==> src/rtl/imem_fetch_ctrl.sv <==
// imem_fetch_ctrl: fetches 32-bit words from a 16x32 instruction memory and issues 16-bit halves,
// sharing the memory port with a loader that may write words only at word boundaries.
module imem_fetch_ctrl #(
  parameter int FAIR_EN = 1
) (
  input  logic        clk,
  input  logic        reset,
  input  logic        fetch_en,
  input  logic        stall,
  input  logic        redirect,
  input  logic [31:0] redirect_pc,
  input  logic        ld_req,
  input  logic [3:0]  ld_addr,
  input  logic [31:0] ld_data,
  output logic        ld_ack,
  output logic [31:0] mem_pc,
  output logic        mem_write,
  output logic [31:0] mem_din,
  input  logic [31:0] mem_rdata,
  output logic [15:0] instr,
  output logic        instr_valid,
  output logic [31:0] instr_pc
);
  typedef enum logic [1:0] {IDLE, FETCH, ISSUE, LOAD} state_t;
  state_t state_q, state_d;
  logic [31:0] fpc_q, fpc_d, wbuf_q, wbuf_d, ppc_q, ppc_d;
  logic pend_q, pend_d, fair_q, fair_d;
  logic [31:0] tgt;
  logic fair_ok, unused_pc0;
  assign tgt = {redirect_pc[31:1], 1'b0};
  assign unused_pc0 = redirect_pc[0];
  assign fair_ok = (FAIR_EN == 0) || !fair_q;
  always_ff @(posedge clk or posedge reset) begin
    if (reset) begin
      state_q <= IDLE;
      fpc_q   <= '0;
      wbuf_q  <= '0;
      ppc_q   <= '0;
      pend_q  <= 1'b0;
      fair_q  <= 1'b0;
    end else begin
      state_q <= state_d;
      fpc_q   <= fpc_d;
      wbuf_q  <= wbuf_d;
      ppc_q   <= ppc_d;
      pend_q  <= pend_d;
      fair_q  <= fair_d;
    end
  end
  always_comb begin
    state_d = state_q;
    fpc_d   = fpc_q;
    wbuf_d  = wbuf_q;
    ppc_d   = ppc_q;
    pend_d  = pend_q;
    fair_d  = fair_q;
    unique case (state_q)
      // With no fetch demand there is nothing to be fair to, so the loader is always granted.
      IDLE: if (ld_req && (fair_ok || !fetch_en)) begin
        state_d = LOAD;
        if (redirect) begin
          pend_d = 1'b1;
          ppc_d  = tgt;
        end
      end else if (redirect) begin
        fpc_d   = tgt;
        state_d = FETCH;
      end else if (fetch_en) state_d = FETCH;
      FETCH: if (redirect) fpc_d = tgt;
      else begin
        wbuf_d  = mem_rdata;
        fair_d  = 1'b0;
        state_d = ISSUE;
      end
      ISSUE: if (redirect) begin
        fpc_d   = tgt;
        state_d = FETCH;
      end else if (fetch_en && !stall) begin
        fpc_d   = fpc_q + 32'd2;
        state_d = !fpc_q[1] ? ISSUE : (ld_req && fair_ok) ? LOAD : FETCH;
      end
      LOAD: begin
        fair_d = 1'b1;
        pend_d = 1'b0;
        if (redirect || pend_q) begin
          fpc_d   = redirect ? tgt : ppc_q;
          state_d = FETCH;
        end else state_d = fetch_en ? FETCH : IDLE;
      end
      default: state_d = IDLE;
    endcase
  end
  assign instr_valid = state_q == ISSUE;
  assign instr       = instr_valid ? (fpc_q[1] ? wbuf_q[15:0] : wbuf_q[31:16]) : 16'h0;
  assign instr_pc    = instr_valid ? fpc_q : 32'h0;
  assign mem_write   = state_q == LOAD;
  assign ld_ack      = mem_write;
  assign mem_din     = mem_write ? ld_data : 32'h0;
  assign mem_pc      = mem_write ? {26'b0, ld_addr, 2'b00}
                     : state_q == FETCH ? {fpc_q[31:2], 2'b00} : 32'h0;
endmodule

==> config.mk <==
export PLATFORM = sky130hd
export DESIGN_NAME = imem_fetch_ctrl
export DESIGN_NICKNAME = d
export VERILOG_FILES = /design/src/rtl/imem_fetch_ctrl.sv
export SDC_FILE = /design/constraint.sdc
export NUM_CORES = 1
export LEC_CHECK = 0
export ABC_AREA = 1
export CAP_MARGIN = 20
export CORE_UTILIZATION = 23
export DETAILED_ROUTE_END_ITERATION = 16
export HOLD_SLACK_MARGIN = 0.1
export SLEW_MARGIN = 0
export SYNTH_ARGS = -nofsm -noshare
export SYNTH_HDL_FRONTEND = slang
export SYNTH_SLANG_ARGS = --single-unit
export TNS_END_PERCENT = 10
==> constraint.sdc <==
create_clock -name clk -period 7.1 [get_ports clk]
set_input_delay 1.42 -clock clk [delete_from_list [all_inputs] [get_ports clk]]
set_output_delay 1.42 -clock clk [all_outputs]
set_load 0.01 [all_outputs]
==> impl_summary.md <==
Final layout
The layout cell share with drive strength beyond 1 is approximately 4.4%. Compared with the post-synthesis result, the final layout area differs by 40.3%. The number of filler instances in the final layout is ~3000.

0 antenna diodes ended up in the layout. In the layout the commonest cells are sky130_fd_sc_hd__nand2_1, sky130_fd_sc_hd__clkdlybuf4s50_1, sky130_fd_sc_hd__nor2_1. The library cell used most frequently in the layout, excluding fill and tap cells, is sky130_fd_sc_hd__nand2_1. For this run, the post-layout net count is 1363.

STA
After layout, the worst path uses 59.7% of the clock period. For the pin with the worst max-slew slack, the measured transition is just over 1 ns. The number of failing setup endpoints in the final timing report is 0. On the final layout, the worst clock skew is approximately 0.013 ns. The relative max-transition margin is a little under a third. The timing-limited maximum frequency is about 0.24 GHz. The number of pins with negative max-slew slack in the final report is 0.

The worst path in the final design needs a cycle of 4.24 ns, including I/O delays and setup. The sum of negative setup slack is 0 ns. The worst hold slack after final layout is around 0.47 ns. The number of endpoints with negative hold slack in the final report is 0. Setup repair after global routing left no endpoint under its margin.

Critical path
Setup slack on the worst reg-to-reg path comes out at 3.65 ns. At the worst endpoint, the arrival time is approximately 2.8 ns. The reg-to-reg startpoint is state_q[1]. The capturing element of the worst setup path is mem_pc[3]. The worst register-to-register path has a depth of 9. In this run the worst path has a maximum fanout of between 40 and 50. STA puts the critical path data required time at about 5.7 ns. The worst register-to-register path ends at fpc_q[7]. The type of the setup path with the least slack is flop to output port. The worst setup path is captured at an output port. The worst setup path is launched from a flop. In this run the worst setup path begins at state_q[1].

Global route
The global-route wire length before repair is approximately 37000 um. The number of global-route vias before repair was 6912. The initial antenna violation count is 3. The remaining global-route overflow is 0. The total routing resource utilization after global routing is 15.2%.

Entering global routing, the biggest net connects 78 pins.

Power
Summed over all cells, the static leakage comes to between 4 and 5 nW. Internal power comes to 1.89 mW. The switching power of the nets is about 1.6 mW. The clock network accounts for 13.8% of the total power. Dividing total power by cell area gives a power density of approximately 380 nW/um2. The maximum VDD drop is approximately 0.16 mV.

The share of total power consumed by net switching is a little under half. Combinational logic is responsible for around 56% of the overall power. The share of total power in sequential cells is 30.5%.

Synth
The number of flops mapped to enable cells by yosys is 0. The number of register bits inferred by synthesis is 100. A synthesized cell averages around 6.2 um2. Of all cell types, the one taking the most synthesized area is sky130_fd_sc_hd__dfrtp_1. The fraction of registers with async set or reset after synthesis is 100%. After synthesis, flip-flops and latches occupy around 37% of the total area. The mapped netlist covers 6690 um2. Yosys mapped the design onto 35 distinct sky130hd cell types. For this run, the number of Yosys warnings is 0.

Of the post-synthesis cell area, the dominant cell type holds about 37%. The cell count after synthesis came out at around 1100. For this run, the leading register cell type out of synthesis is sky130_fd_sc_hd__dfrtp_1.

Sorting the synthesized cells by area gives the leading types as sky130_fd_sc_hd__dfrtp_1, sky130_fd_sc_hd__nand2_1, sky130_fd_sc_hd__nor2_1.

Clock network
The tree built by TritonCTS fans out to 100 sinks. Clock tree synthesis inserted a total of 9 buffers. Buffers added to address setup during post-CTS repair amount to 0.

The clock tree from TritonCTS is done. The clock latency at the later pin of the worst-skew pair is ~0.36 ns. The tree is rooted in a sky130_fd_sc_hd__clkbuf_16.

The number of cells upsized or downsized after cts is 0. The clock input transition at the sequential cells of the worst setup and hold paths is 0.07 ns. After clock tree synthesis, the flow added hold-fix buffers numbering 0. In this run the number of H-tree levels came out at 3. The clock passes through at most 2 buffers.

Drt
The first routing iteration left 563 violations. In the detailed route, the total length drawn on met2 is approximately 10000 um. The routed metal-1 wirelength is between 10000 and 15000 um. The top routing layer in use is met5. In the final routed layout, each cell accounts on average for about 14 um. The first detailed-routing pass took 5 iterations. The aggregate routed wire length is 22700 um.

The count of vias placed by the detailed router is about 7200. The remaining antenna violation count is 0. Using the TritonRoute via totals, the vias-per-cell ratio works out to 4.39. In the routed design, unresolved DRC markers number 0. The routed length on met3 is ~1700 um.

Floorplan
The starting utilization of the core area is 23.4%. The number of top-level pins is between 200 and 250. The area of the core region is between 20000 and 30000 um2. In this run the core area contains slightly above 60 standard-cell rows. The die outline height is approximately 170 um.

The die covers around 30000 um2. The die width is between 150 and 200 um.

Min path
The path class of the tightest hold or removal check is flop to flop.

Status
The flow ran to the end, and the final reports show no timing, DRC or antenna violations.

Placed design
The count of buffers added on input and output ports is roughly 220. The last weighted congestion value of the routability-driven placer is between 0.8 and 0.9. Once detailed placement completed, the half-perimeter wirelength came to around 16000 um.

Job
Max-cap violations in this run came to 0.
[power groups by stage]
stage	Combinational [mW]	Sequential, mW	Clock [mW]
after CTS	1.99	1.08	0.504
after global placement	1.96	1.08	0
after global routing	2.22	1.12	0.527
after detailed placement	1.98	1.09	0
final	1.97	1.08	0.489
after floorplan	1.27	1.00	0
[sequential cells by signal, summed over array words and instances (netlist names)]
| name | count |
|---|---|
| ppc_q | 32 |
| pend_q | 1 |
| fair_q | 1 |
| wbuf_q | 32 |
| state_q | 2 |
| fpc_q | 32 |
[layout make-up]
type	instances	area (um2)	area share, %
Multi-Input combinational cell	806	3460	36.9
Sequential cell	100	2500	26.7
Timing Repair Buffer	221	2210	23.5
Tap cell	384	480	5.12
Inverter	118	445	4.75
Clock buffer	9	225	2.40
Clock inverter	7	61.3	0.653
[synthesized netlist by cell type (5+ instances only)]
master                     count
sky130_fd_sc_hd__buf_6         5
sky130_fd_sc_hd__a21oi_1      49
sky130_fd_sc_hd__dfrtp_1     100
sky130_fd_sc_hd__nor2_4        6
sky130_fd_sc_hd__nand3_1      22
sky130_fd_sc_hd__buf_2        18
sky130_fd_sc_hd__inv_1       107
sky130_fd_sc_hd__a221oi_1      5
sky130_fd_sc_hd__nand2_1     416
sky130_fd_sc_hd__buf_4         7
sky130_fd_sc_hd__clkbuf_1     20
sky130_fd_sc_hd__o21ai_0      54
sky130_fd_sc_hd__inv_2        10
sky130_fd_sc_hd__nor2_2        5
sky130_fd_sc_hd__nor2_1      183
sky130_fd_sc_hd__o21ai_1      24
sky130_fd_sc_hd__xor2_1        7
sky130_fd_sc_hd__nand2_2       6
[worst max-delay path, stage by stage (launching register included)]
cell	delay [ns]
sky130_fd_sc_hd__dfrtp_1	0.64
sky130_fd_sc_hd__nand2_4	0.38
sky130_fd_sc_hd__inv_2	0.67
sky130_fd_sc_hd__nand2_1	0.09
sky130_fd_sc_hd__o21ai_0	0.10
sky130_fd_sc_hd__clkdlybuf4s50_1	0.57
[stage by stage]
stage | cell area (um2) | utilization (%) | setup WS (ns) | std cells | power (mW)
floorplan | 6690 | - | 3.06 | 1078 | 2.27
CTS | 9360 | 32.7 | 2.81 | 1644 | 3.57
finish | 9380 | 32.8 | 2.86 | 1645 | 3.53
global placement | 9080 | 31.7 | 3.10 | 1628 | 3.04
detailed placement | 9080 | 31.7 | 3.08 | 1628 | 3.07
global route | 9380 | 32.8 | 2.59 | 1645 | 3.86
[per-layer routing]
metal,vias to the layer above,GRT usage (%)
met4,6,3.35
li1,3660,-
met3,27,4.73
met5,-,0
met2,231,24.9
met1,3293,19.6
[worst min-delay path by stage]
stage	startpoint	to	slack [ns]	depth (start not counted)
after floorplan	wbuf_q[10]	wbuf_q[10]	0.44	2
after global placement	wbuf_q[23]	wbuf_q[23]	0.45	2
after detailed placement	wbuf_q[4]	wbuf_q[4]	0.46	2
after CTS	wbuf_q[13]	wbuf_q[13]	0.48	2
after global routing	wbuf_q[0]	wbuf_q[0]	0.49	2
final	wbuf_q[13]	wbuf_q[13]	0.47	2
[kinds of logic after synthesis]
logic type	Yosys count	synth area share [%]
AOI/OAI and AO/OA	151	12.4
buffers and inverters	172	10.9
xor gates and xnor gates	7	0.917
DFF	100	37.4
and+or+nand+nor	645	38.1
other	1	0.0561
adders and majority gates	1	0.187
Power figures use the tool's default switching activity.
